--- src/rtl/reg_scoreboard_pkg.sv ---
// Shared types and constants for the register-write scoreboard.
// Defaults describe the 32-entry MIPS register file with 2-bit in-flight counters.
package reg_scoreboard_pkg;

    localparam int REG_INDEX_WIDTH = 5;
    localparam int REG_COUNT_WIDTH = 2;

    typedef logic [REG_INDEX_WIDTH-1:0] reg_index_t;
    typedef logic [REG_COUNT_WIDTH-1:0] count_t;

    localparam reg_index_t REG_ZERO             = '0;
    localparam count_t     SCOREBOARD_MAX_COUNT = '1;

endpackage

--- src/rtl/onehot_decoder.sv ---
// Generic binary-to-one-hot decoder with an enable; all-zero output when disabled.
module onehot_decoder
    import reg_scoreboard_pkg::*;
#(
    parameter int IN_WIDTH = REG_INDEX_WIDTH
) (
    input  logic                     enable,
    input  logic [IN_WIDTH-1:0]      index,
    output logic [2**IN_WIDTH-1:0]   onehot
);

    always_comb begin
        // NOTE: default first so every path assigns onehot and no latch is inferred.
        onehot = '0;
        if (enable) begin
            onehot[index] = 1'b1;
        end
    end

endmodule

--- src/rtl/reg_scoreboard.sv ---
// Register-write scoreboard: per-register in-flight counters, hazard queries, busy mask.
// Optional macro SCOREBOARD_RETIRE_BYPASS_EN lets a final retire clear query_busy the same cycle.
module reg_scoreboard
    import reg_scoreboard_pkg::*;
#(
    parameter int INDEX_WIDTH          = REG_INDEX_WIDTH,
    parameter int COUNT_WIDTH          = REG_COUNT_WIDTH,
    parameter int QUERY_PORTS          = 2,
    parameter int ZERO_INDEX_HARDWIRED = 1
) (
    input  logic                               clock,
    input  logic                               reset,
    input  logic                               flush,
    input  logic                               issue_valid,
    input  logic [INDEX_WIDTH-1:0]             issue_index,
    output logic                               issue_ready,
    input  logic                               retire_valid,
    input  logic [INDEX_WIDTH-1:0]             retire_index,
    input  logic [QUERY_PORTS*INDEX_WIDTH-1:0] query_index,
    output logic [QUERY_PORTS-1:0]             query_busy,
    output logic [2**INDEX_WIDTH-1:0]          busy_mask,
    output logic                               underflow_err
);

    localparam int                     ENTRIES   = 2**INDEX_WIDTH;
    localparam logic [COUNT_WIDTH-1:0] MAX_COUNT = '1;

    logic [COUNT_WIDTH-1:0] count_q [ENTRIES];
    logic [ENTRIES-1:0]     issue_hit;
    logic [ENTRIES-1:0]     retire_hit;
    logic [ENTRIES-1:0]     underflow_hit;
    logic                   issue_accept;

    // Ready looks only at stored state, so issue_valid never reaches issue_ready.
    assign issue_ready  = (count_q[issue_index] != MAX_COUNT);
    assign issue_accept = issue_valid && issue_ready;

    onehot_decoder #(.IN_WIDTH(INDEX_WIDTH)) u_issue_dec (
        .enable (issue_accept),
        .index  (issue_index),
        .onehot (issue_hit)
    );

    onehot_decoder #(.IN_WIDTH(INDEX_WIDTH)) u_retire_dec (
        .enable (retire_valid),
        .index  (retire_index),
        .onehot (retire_hit)
    );

    for (genvar i = 0; i < ENTRIES; i++) begin : g_entry
        // $zero keeps a counter that can never move, so it folds to constant 0.
        localparam bit TRACKED = !(ZERO_INDEX_HARDWIRED != 0 && i == 0);

        logic inc;
        logic dec;

        assign inc = TRACKED && issue_hit[i];
        assign dec = TRACKED && retire_hit[i];

        // NOTE: counters are plain flops, so each is reset; non-blocking keeps updates edge-ordered.
        always_ff @(posedge clock or posedge reset) begin
            if (reset) begin
                count_q[i] <= '0;
            end else if (flush) begin
                count_q[i] <= '0;
            end else if (inc && !dec) begin
                count_q[i] <= count_q[i] + 1'b1;
            end else if (dec && !inc && count_q[i] != '0) begin
                count_q[i] <= count_q[i] - 1'b1;
            end
        end

        assign underflow_hit[i] = dec && !inc && (count_q[i] == '0) && !flush;
        assign busy_mask[i]     = (count_q[i] != '0);
    end

    always_ff @(posedge clock or posedge reset) begin
        if (reset) begin
            underflow_err <= 1'b0;
        end else if (|underflow_hit) begin
            underflow_err <= 1'b1;
        end
    end

    for (genvar p = 0; p < QUERY_PORTS; p++) begin : g_query
        logic [INDEX_WIDTH-1:0] qidx;

        assign qidx = query_index[p*INDEX_WIDTH +: INDEX_WIDTH];

`ifdef SCOREBOARD_RETIRE_BYPASS_EN
        // A retire draining the last pending write forwards its result this cycle.
        assign query_busy[p] = busy_mask[qidx] &&
                               !(retire_valid && !flush && (retire_index == qidx) &&
                                 (count_q[qidx] == COUNT_WIDTH'(1)));
`else
        assign query_busy[p] = busy_mask[qidx];
`endif
    end

endmodule

--- config.mk ---
export PLATFORM = sky130hd
export DESIGN_NAME = reg_scoreboard
export DESIGN_NICKNAME = d
export VERILOG_FILES = /design/src/rtl/reg_scoreboard_pkg.sv /design/src/rtl/onehot_decoder.sv /design/src/rtl/reg_scoreboard.sv
export SDC_FILE = /design/constraint.sdc
export NUM_CORES = 1
export LEC_CHECK = 0
export ABC_AREA = 1
export CAP_MARGIN = 10
export CORE_MARGIN = 1.5
export CORE_UTILIZATION = 45
export DETAILED_ROUTE_END_ITERATION = 7
export MAX_ROUTING_LAYER = met4
export PLACE_DENSITY = 0.66
export SLEW_MARGIN = 20
export SYNTH_ARGS = -nofsm -noshare
export SYNTH_HDL_FRONTEND = slang
export SYNTH_HIERARCHICAL = 1
export SYNTH_SLANG_ARGS = --single-unit
--- constraint.sdc ---
create_clock -name clock -period 2.5 [get_ports clock]
set_input_delay 0.625 -clock clock [delete_from_list [all_inputs] [get_ports clock]]
set_output_delay 0.625 -clock clock [all_outputs]
set_load 0.005 [all_outputs]
======== After elaboration in Yosys (flattened, before gate mapping) ========
Cells that the tools add are included.
W data, S select, Z words.
operators by class
  add/sub/neg operators ................... 62
  $lt $le $gt $ge ......................... 7
  equality and inequality tests ........... 1
  multiplexer cells ....................... 106
  bitwise logic cells ..................... 1
  reduce and logical (&&, ||, !) cells .... 315
operators by type and width
  kind                   count
  $mux W2                95
  $logic_and A1 B1 Y1    158
  $reduce_bool A3 Y1     31
  $mux W32               2
  $logic_not A1 Y1       63
  $add A2 B1 Y2 const B  31
  $logic_not A2 Y1       31
  $reduce_bool A2 Y1     31
  $sub A2 B1 Y2 const B  31
  $reduce_or A31 Y1      1
  $lt A5 B6 Y1 const B   4
  $bmux W1 S5            2
  $bmux W2 S5            1
  $demux W1 S5           2
  $ge A5 B1 Y1 const B   2
  $ge A6 B6 Y1 const B   1
  $not A5 Y6             1
  $mux W1                4
  $ne A2 B2 Y1 const B   1
storage, ports and cells
  flip-flop bits (word level) ............. 63
  word-level logic and storage cells ...... 524

======== Depth between registers and ports, before layout ========
  depth after elaboration ................. 13
  gate-level depth with buffers ........... 18
  mapped depth without buffers ............ 17

======== By module ========
The synthesis kept the hierarchy.
by module, submodules not included
  module          times used  cells an instance  area each (um2)  seq. area each (um2)
  reg_scoreboard  1           780                4979.8           1576.5
  onehot_decoder  2           50                 200.2            0.0

======== Worst setup path before layout ========
No wires, ideal clock.
  path type ............................... input -> register
  start point ............................. input issue_index[0]
  end point ............................... register underflow_err
  library setup time ...................... 0.127 ns
  data arrival time ....................... 2.218 ns
  required time ........................... 2.373 ns
  path slack .............................. 0.155 ns
  cell stages on the path ................. 17
  cells stage by stage .................... buf_2 > nand3_1 > nand3_1 > o21ai_1 > nand2_1 > nand3_1 > nand3_1 > a21oi_2 > nand3_1 > nor2_1 > nor2_1 > nand2_1 > a21oi_1 > nor2_1 > nand2_1 > nor2_1 > nand3b_1
between the ends
  cells in the longest elaborated chain, start to end .. 12
  elaborated cells between the ends (all ways) .. 137
  those cells by class .................... 2 x order compare; 1 x eq/ne; 6 x mux; 1 x bitwise; 127 x reduce/logical
RTL lines
  element                                      RTL line              RTL
  start, declared                              reg_scoreboard.sv:15  input logic [INDEX_WIDTH-1:0] issue_index,
  $not A5 Y6 (not written as such)             reg_scoreboard.sv:35  assign issue_ready = (count_q[issue_index] != MAX_COUNT);
  $bmux W2 S5                                  reg_scoreboard.sv:35
  $mux W2 (not written as such) (2 in series)  reg_scoreboard.sv:35
  $ne A2 B2 Y1                                 reg_scoreboard.sv:35
  $logic_and A1 B1 Y1                          reg_scoreboard.sv:36  assign issue_accept = issue_valid && issue_ready;
  named net issue_accept                       reg_scoreboard.sv:32  logic issue_accept;
  $mux W32                                     onehot_decoder.sv:15  if (enable) begin
  named net issue_hit[16]                      reg_scoreboard.sv:29  logic [ENTRIES-1:0] issue_hit;
  $logic_not A1 Y1                             reg_scoreboard.sv:73  assign underflow_hit[i] = dec && !inc && (count_q[i] == '0) && !flush;
  $logic_and A1 B1 Y1 (3 in series)            reg_scoreboard.sv:73
  $reduce_or A31 Y1                            reg_scoreboard.sv:80  end else if (|underflow_hit) begin
  end signal, assigned                         reg_scoreboard.sv:79  underflow_err <= 1'b0;
  end signal, assigned                         reg_scoreboard.sv:81  underflow_err <= 1'b1;
  end, declared                                reg_scoreboard.sv:22  output logic underflow_err
The timed path passes the listed nets, and every way through them passes these cells. The select of a mux whose other input is x is not followed.
A chain may end at the register's enable or synchronous reset.

======== Worst setup path in the final report ========
  start point ............................. input issue_index[2]
  end point ............................... register underflow_err
Same word-level chain as after synthesis.

==> summary.txt <==
Timing
  – Setup total negative slack: 0 ns
  – Final Hold Viols: 0
  – Max Fclk: approximately 400 MHz
  – Worst hold slack: between 0.5 and 0.6 ns
  – Final-report max-slew violation count: 0
  – Fin worst setup slack: around 0.011 ns
  – Time the final worst path needs with I/O delays and setup: between 2 and 2.5 ns
  – Final cycle utilization of the critical path: roughly 100%
  – Worst setup skew after layout: approximately 0.0068 ns
  – Setup repair after global routing missed its margin: true
  – Number of setup violations in the final report: 0

Global routing
  – GRT Residual Overflow: 0
  – Most Used Layer, Global Route: met2
  – Met3 GRT Util: 3.510%
  – Global-route usage over all layers: between 30% and 40%
  – Via count of the first global-routing pass: about 6.4k
  – Global routing met2 resource utilization: approximately three fifths
  – Pin count of the biggest net entering global routing: 64
  – Antenna violations before repair: 0
  – Met1 track demand over resource in global routing: roughly 43%
  – Wire length of the first global-routing pass: about 33000 µm

Layout
  – Post-Layout Cell Count: 1197
  – Area growth, synth to finish: 48.42%
  – Final core utilization: slightly below 70%
  – Final net count: 1076
  – Final design instance area without fill: 7974 µm²
  – FILL cells: 964
  – Fraction of layout cells with a size suffix above 1: about 31%
  – Antenna diode count: 0

Drt
  – Vias/cell: roughly 5.7
  – Starting DRC count in detailed routing: between 500 and 600
  – First-pass DRT Iterations: 7
  – Average wire length per cell after detail routing: around 18 µm
  – Post-DRT Antenna Nets: 0
  – Final Routed Wirelength: 21900 µm
  – DRC violation count after routing: 0
  – Vias after detailed routing: a little under 7k

Place
  – Worst slack, placed: -1.078 ns
  – Cell count after placement: 1172
  – Cell area after placement: roughly 6900 µm²
  – Last weighted congestion value of the routability-driven placer: just under 1
  – Buffers added on ports: 59
  – Detailed placement HPWL: between 15000 and 20000 µm

Worst setup path
  – Worst Path Arrival: around 2.7 ns
  – Worst Path Required: 2.72 ns
  – Kind of start point of the critical path: input pin
  – Critical-path maximum fanout: 7
  – Start-to-end type of the worst setup path: input pin to flip-flop
  – Type of destination of the critical path: flip-flop

Die
  – Placeable core region: roughly 12000 µm²
  – Starting Density: a little under half
  – Total Die Area: 12600 µm²
  – Die width: between 100 and 150 µm
  – Number of placement rows: 39
  – Die extent in y: 112.3 µm
  – I/O pin total: just over 60

Power and ir drop
  – Power consumption: roughly 4.7 mW
  – Switching part of the total power: just under 40%
  – Pwr/cell area: a little under 600 nW/µm²
  – Static Leakage: 3.445 nW
  – Net switching power: about 1.9 mW
  – Cell internal power dissipation: around 2.8 mW
  – Worst-case vdd ir drop: 0.0004212 V
  – Portion of total power attributed to the clock network: about 25%
  – Seq pwr share: 31.8%
  – Combinational fraction of design power: a little over two fifths

Synth
  – Netlist Area Pre-Place: between 5000 and 6000 µm²
  – Number of warnings reported in the yosys synthesis log: 6
  – Cell count after synthesis: ~880
  – Post-Syn Nets: 903
  – Average instance area after synthesis: 6.119 µm²

CTS
  – TritonCTS buffer count: 9
  – Clock latency on the worst-skew pair: around 0.34 ns
  – Clock tree root buffer cell: sky130_fd_sc_hd__clkbuf_16
  – Number of sinks handled by clock tree synthesis: 63
  – CTS tree: built
  – Clock buffer depth: 2
  – Maximum level of the CTS H-tree: 3
  – Hold-fix buffers, CTS: 0
  – Clock-pin transition on the worst setup and hold timing paths: about 0.060 ns

Min path
  – Worst min path class: flip-flop to flip-flop

Run
  – Max-cap violations: 0

Run status
  – Status: finished clean
## sequential cells by signal, indices dropped and copies added (netlist names)
register and count:
count_q 62, underflow_err 1
## cell type report
cell class,count,area (µm²),area share [%]
multi-input combinational,675,3875,48.60
inverter,123,481.7,6.041
clock buffer,13,260.3,3.264
clock inverter,1,5.005,0.06276
tap,143,178.9,2.244
sequential,63,1583,19.85
timing repair buffer,179,1590,19.94
## power by group through the flow
stage / sequential, mW / combinational, mW / clock (mW)
2_1_floorplan: 1.40 / 0.988 / 0
3_3_place_gp: 1.44 / 1.76 / 0
3_5_place_dp: 1.45 / 1.81 / 0
4_1_cts: 1.45 / 1.86 / 1.19
5_1_grt: 1.53 / 2.19 / 1.23
6_report: 1.50 / 2.03 / 1.18
## final timing paths
path | from | to | slack [ns] | cells past startpoint
max in group asynchronous | reset | count_q[9] | 1.51 | 3
worst max register to register | count_q[10] | underflow_err | 0.07 | 18
worst min register to register | count_q[46] | count_q[46] | 0.51 | 1
min in group asynchronous | reset | count_q[41] | 0.68 | 3
worst min-delay path | count_q[46] | count_q[46] | 0.51 | 1
worst max-delay path | issue_index[2] | underflow_err | 0.01 | 20
## routing by layer
layer,share of wire (%),routed length [µm]
met5,0,0
met4,4.4,962
met3,6.0,1316
met2,48,10610
met1,41,9004
## timing repair
action	4_1_cts	5_1_grt
gates cloned	1	0
setup endpoints to repair	66	62
pin swaps	13	48
hold endpoints to repair	0	0
gates resized for setup	102	156
setup buffers	0	11
## cell usage in the layout (no fill, tap or decap), drive strengths merged
master / n
nand2: 169
nand3: 141
nor2: 141
buf: 129
inv: 122
a21oi: 81
dfrtp: 63
o21ai: 58
clkdlybuf4s50: 46
a31oi: 29
xnor2: 17
o22ai: 17
xor2: 13
clkbuf: 13
dlygate4sd2: 4
o211ai: 3
nor3: 2
clkinv: 2
a211oi: 1
nand4: 1
nand3b: 1
conb: 1
## critical path, stage by stage
cell and delay, ns:
sky130_fd_sc_hd__buf_12 0.12, sky130_fd_sc_hd__buf_12 0.15, sky130_fd_sc_hd__nand3_4 0.08, sky130_fd_sc_hd__nand3_2 0.08, sky130_fd_sc_hd__nand2_2 0.08, sky130_fd_sc_hd__nand2_2 0.05
sky130_fd_sc_hd__nand3_2 0.09, sky130_fd_sc_hd__nand3_4 0.08, sky130_fd_sc_hd__a21oi_4 0.19, sky130_fd_sc_hd__buf_6 0.14, sky130_fd_sc_hd__nand3_4 0.13, sky130_fd_sc_hd__buf_8 0.19
sky130_fd_sc_hd__nor2_1 0.12, sky130_fd_sc_hd__inv_2 0.06, sky130_fd_sc_hd__nand3_2 0.08, sky130_fd_sc_hd__a21oi_1 0.08, sky130_fd_sc_hd__nor2_1 0.09, sky130_fd_sc_hd__nand2_1 0.06
sky130_fd_sc_hd__nor2_1 0.10, sky130_fd_sc_hd__nand3b_1 0.08
No activity file was read; power rests on OpenSTA's default activity.
==> variant 1, RTL diff (same flow settings) <==
Reset style: synchronous (`reset`), changed in 2 clocked blocks.
--- a/src/rtl/reg_scoreboard.sv
+++ b/src/rtl/reg_scoreboard.sv
@@ -58,7 +58,7 @@
         assign dec = TRACKED && retire_hit[i];
 
         // NOTE: counters are plain flops, so each is reset; non-blocking keeps updates edge-ordered.
-        always_ff @(posedge clock or posedge reset) begin
+        always_ff @(posedge clock) begin
             if (reset) begin
                 count_q[i] <= '0;
             end else if (flush) begin
@@ -74,7 +74,7 @@
         assign busy_mask[i]     = (count_q[i] != '0);
     end
 
-    always_ff @(posedge clock or posedge reset) begin
+    always_ff @(posedge clock) begin
         if (reset) begin
             underflow_err <= 1'b0;
         end else if (|underflow_hit) begin
Function: changed (a bounded check fails within 4 cycles, from zero or initial values and one cycle with reset high; the reset may be asserted at any time).
==> variant 1 against the original RTL <==
  * Sequential share of layout area rose by 2.1 points
  * Hold slack got worse by 0.012 ns
  * Synthesized cell count down 12%
  * Setup slack lost 0.037 ns
  * The flow now finishes with violations (negative setup slack)
  * Critical endpoint is now issue_ready
  * Sequential cell count unchanged
  * Maximum frequency down 1.4%
  * Design area up 7.7%
  * Area after synthesis up 0.98%
  * Routed wire length fell by 4.1%
Power is not compared: it rests on default switching activity, and its combinational part moved more than twofold at a synthesized area within 25%.
==> variant 1: results (changes against the original RTL) <==
Clock latency on the worst-skew pair: 0.34 ns (about the same). For the total setup violations reported at the end of the flow, the log shows 1 (+1). Total CTS buffers: 9 (unchanged). The analysis attributes to cell leakage a power of 3.62 nW. The tools report the combinational-cell power consumption as 0.000897 W. The slack of the critical path was -0.0254 ns (-0.0366 ns); the total half-perimeter wirelength after legalization and detailed placement was 15.6 mm (-3.2%). Registers are responsible for 36.9% of the overall power.

The logs give 827 (-8.4%) for the total nets after synthesis and 2 (unchanged) for the clock tree buffer depth. The count of filler cells inserted in the layout is 920 (-4.6%), and the clock edge transition at the registers on the reported setup and hold paths is 0.06 ns (about the same). The tightest min-delay check is of the register to register type. The flow ran to the end, but the final reports show violations. Total global-route track usage: 33.5% (-1.7 points). The logs give 1 (+1) for the number of antenna violations at the first check in global routing and 0.000998 W for the reported net switching power. The count of TritonRoute iterations in the first routing pass was 5 (-2); the layout net count was 1045 (-2.9%). The run gives 6157 (-3.7%) as the number of global-route vias before repair. The largest registers in the layout are count_q (62), underflow_err (1). The highest net fanout along the worst path is 5 (-2).

Category of cells accounting for the largest share of critical-path delay: buffers and inverters. The final reports fail on negative setup slack. Total negative setup slack: -0.0254 ns (-0.0254 ns). For the warning count from the yosys run, the log shows 6 (unchanged). Global-route met3 utilization: 5.41% (+1.9 points). The tools report the largest net degree at the start of global routing as 37 (-42%). The count of port buffers added during placement was 59 (unchanged). The run gives 0.00716 sq mm (+4.1%) as the standard cell area after detailed placement. The instance count along the most critical hold path was 2 (+1); the via density per instance was 5.65 (-1.0%). The depth of the most critical reg-to-reg path was 20 (+2); the met1 capacity usage during global routing was 42.4% (-0.54 points). The number of violations reported at the end of detailed-routing iteration 0 was 505 (-6.3%). In this run the clock root is driven by a sky130_fd_sc_hd__clkbuf_16.

The global-route track usage on met2 is 53.3% (-5.6 points), and the delay contributed by the slowest stage of the critical path is 0.20 ns. The number of H-tree levels was 3 (unchanged); the final clock skew was 0.0103 ns (+0.00355 ns). The logs give 0.997 (+3.6%) for the routability congestion estimate from global placement and 0.312 mV for the worst voltage drop across the vdd grid. The routed length per instance is 18.5 microns (+1.0%), and the switching power as a share of total power is 29.5%. The wire length of the first global-routing pass was 31.5 mm (-4.6%). The master of the slowest instance on the critical path was sky130_fd_sc_hd__clkdlybuf4s15_1.

The share of layout cells above drive strength 1 works out to 36.0% (+5.1 points).
==> variant 1: path summary, 6_finish.rpt <==
| path | from | to | slack (ns) |
|---|---|---|---|
| setup reg to reg | count_q[21][0]$_DFFE_PP_ | underflow_err$_SDFFE_PP0P_ | 0.07 |
| hold reg to reg | underflow_err$_SDFFE_PP0P_ | underflow_err$_SDFFE_PP0P_ | 0.50 |
| setup / recovery | issue_index[0] | issue_ready | -0.03 |
| hold / removal | underflow_err$_SDFFE_PP0P_ | underflow_err$_SDFFE_PP0P_ | 0.50 |
==> variant 1: final cells by class <==
type | count | area [sq um] | area share, %
Multi-Input combinational cell | 526 | 3530 | 41.1
Inverter | 161 | 647 | 7.53
Clock inverter | 4 | 48.8 | 0.568
Antenna cell | 1 | 2.50 | 0.0291
Timing Repair Buffer | 226 | 2060 | 23.9
Tap cell | 143 | 179 | 2.08
Clock buffer | 10 | 229 | 2.67
Sequential cell | 63 | 1880 | 21.9
Timing Repair inverter | 2 | 15.0 | 0.175
==> variant 1: layer usage <==
layer	share of wire (%)	routed length (microns)
met5	0	0
met4	4.1	864
met3	8.7	1830
met1	40	8460
met2	47	9830
==> variant 1: stage by stage <==
stage               hold WS (ns)  utilization [%]  instances  worst slack, ns
global placement           0.502             61.9       1091            -1.00
floorplan                  0.446                -        771           0.0208
CTS                        0.498             68.8       1126          -0.0274
finish                     0.501             74.3       1136          -0.0254
detailed placement         0.487             61.9       1091            -1.01
global route               0.530             74.3       1136           -0.113
==> variant 1: what timing repair did <==
action	4_1_cts	5_1_grt
cloned	4	0
pin swaps	32	50
hold buffers	0	0
setup endpoints to repair	131	83
setup buffers	18	9
resized for setup	144	152
==> variant 2, RTL diff (config.mk and constraints unchanged) <==
Made on the original files. Change the package constant `REG_COUNT_WIDTH` from 2 to 4.
--- a/src/rtl/reg_scoreboard_pkg.sv
+++ b/src/rtl/reg_scoreboard_pkg.sv
@@ -3,7 +3,7 @@
 package reg_scoreboard_pkg;
 
     localparam int REG_INDEX_WIDTH = 5;
-    localparam int REG_COUNT_WIDTH = 2;
+    localparam int REG_COUNT_WIDTH = 4;
 
     typedef logic [REG_INDEX_WIDTH-1:0] reg_index_t;
     typedef logic [REG_COUNT_WIDTH-1:0] count_t;
Behaviour: not the same (a bounded check fails within 4 cycles, from zero or initial values and one cycle with reset high).
==> variant 2 against the original RTL <==
  * The run now ends with design-rule violations, negative setup slack left
  * Design area up 140%
  * Setup slack worse by 1.0 ns
  * Sequential cell count up 62
  * Power rose to 2.7 times the old value
  * Routed wire length grew to 2.5 times the old value
  * Hold slack better by 0.030 ns
  * Area after synthesis increased by 97%
  * Combinational power grew to 3.7 times the old value
==> variant 2: results (changes against the original RTL) <==
The master of the slowest instance on the critical path was sky130_fd_sc_hd__dfrtp_1. The count of TritonRoute iterations in the first routing pass is 8 (+1), and the total setup violations reported at the end of the flow is 134 (+134). The number of H-tree levels is 4 (+1).

The wire length of the first global-routing pass was 70.5 mm (+110%); the total half-perimeter wirelength after legalization and detailed placement was 28.2 mm (+75%). The worst setup path startpoint was count_q[13]$_DFFE_PP0P_. The checks that failed: design-rule violations, negative setup slack.

For the worst voltage drop across the vdd grid, the log shows 0.431 mV (+2.3%). The worst hold path begins at underflow_err$_DFFE_PP0P_. The leakage power total came out at 8.78 nW (+150%). The via density per instance is 6.13 (+7.3%). The flow ran to the end, but the final reports show violations.

The highest net fanout along the worst path is 4 (-3). The total nets after synthesis came out at 1563 (+73%). The delay contributed by the slowest stage of the critical path works out to 0.38 ns (+0.19 ns).

The total CTS buffers is 17 (+8), and the clock latency on the worst-skew pair is 0.45 ns (+0.11 ns). The logs give 1086 (+13%) for the count of filler cells inserted in the layout and 6 (unchanged) for the warning count from the yosys run. The max-slew violation total from the final report came out at 0 (unchanged).

The largest registers in the layout are count_q (124), underflow_err (1). The number of remaining DRC errors is 43 (+43), and the total global-route track usage is 38.4% (+3.1 points). The run gives 2 (unchanged) as the clock tree buffer depth. The tools report the final clock skew as 0.0122 ns (+0.00545 ns).

The tools report the post-placement setup slack as -1.65 ns (-0.572 ns). The run gives 13600 (+110%) as the number of global-route vias before repair. For the slack of the critical path, the log shows -1.04 ns (-1.05 ns). The tools report the root buffer cell as sky130_fd_sc_hd__clkbuf_16. For the routability congestion estimate from global placement, the log shows 1.02 (+5.9%).

Largest net degree at the start of global routing: 37 (-42%). The share of layout cells above drive strength 1 is 51.1% (+20 points). The standard cell area after detailed placement was 0.0145 sq mm (+110%).

The tools report the worst hold slack as 0.543 ns (+0.0296 ns). The total routed wirelength came out at 54.9 mm (+150%). The run gives 1662 (+210%) as the number of violations reported at the end of detailed-routing iteration 0. Internal power component: 0.00754 W (+160%).

The layout net count was 2110 (+96%); the arrival time of data at the critical path endpoint was 3.83 ns (+1.12 ns). The number of antenna violations at the first check in global routing came out at 2 (+2).
variant 2: worst max-delay path, delay by kind of cell (launching register included):
family | cells | cell delay [ns]
simple gates | 10 | 1.07
buf+inv | 7 | 0.97
compound gates | 2 | 0.45
flops | 1 | 0.38
xor+xnor | 1 | 0.28
fa+ha+maj | 1 | 0.21
variant 2: area by class of cell:
cell class	instances	area, sq um	area share (%)
clock inverter	7	92.6	0.483
inverter	252	1040	5.44
multi-input combinational	1046	9060	47.2
clock buffer	20	467	2.43
sequential	125	3130	16.3
antenna	2	5.00	0.0261
timing repair buffer	550	4990	26.0
tap	313	392	2.04
variant 2: timing repair:
action / in CTS / in global routing
setup endpoints to repair: 150 / 145
gates resized for setup: 583 / 311
pin swaps: 252 / 203
gates cloned: 1 / 0
setup buffers: 98 / 84
variant 2: metal layers:
layer  track usage (%)  vias to the layer above  part of all wire (%)
met2              63.0                     1066                    46
met3              8.78                      510                    10
met4              24.8                        0                   9.6
li1                  -                     5865                     -
met1              42.0                     6748                    34
met5                 -                        -                     0
variant 2: final timing paths:
kind	end	cells after the start
worst max-delay path	count_q[70]$_DFFE_PP0P_	21
worst min-delay path	underflow_err$_DFFE_PP0P_	2
worst max register to register	count_q[70]$_DFFE_PP0P_	21
worst min register to register	underflow_err$_DFFE_PP0P_	2
max in group asynchronous	count_q[18]$_DFFE_PP0P_	3
min in group asynchronous	count_q[62]$_DFFE_PP0P_	2
variant 2: power groups by stage:
stage / combinational [W] / sequential, W / clock, W
global placement: 0.00506 / 0.00275 / 0
CTS: 0.00611 / 0.00274 / 0.00248
floorplan: 0.00263 / 0.00281 / 0
finish: 0.00748 / 0.00277 / 0.00254
global route: 0.00785 / 0.00281 / 0.00260
detailed placement: 0.00519 / 0.00277 / 0
variant 2: through the flow:
| step | cells | setup TNS, ns | total power (W) |
|---|---|---|---|
| 2_1_floorplan | 1445 | -24.56 | 0.00544 |
| 3_3_place_gp | 2168 | -160.24 | 0.00781 |
| 3_5_place_dp | 2168 | -168.13 | 0.00796 |
| 4_1_cts | 2274 | -39.36 | 0.0113 |
| 5_1_grt | 2315 | -93.05 | 0.0133 |
| 6_report | 2315 | -82.38 | 0.0128 |
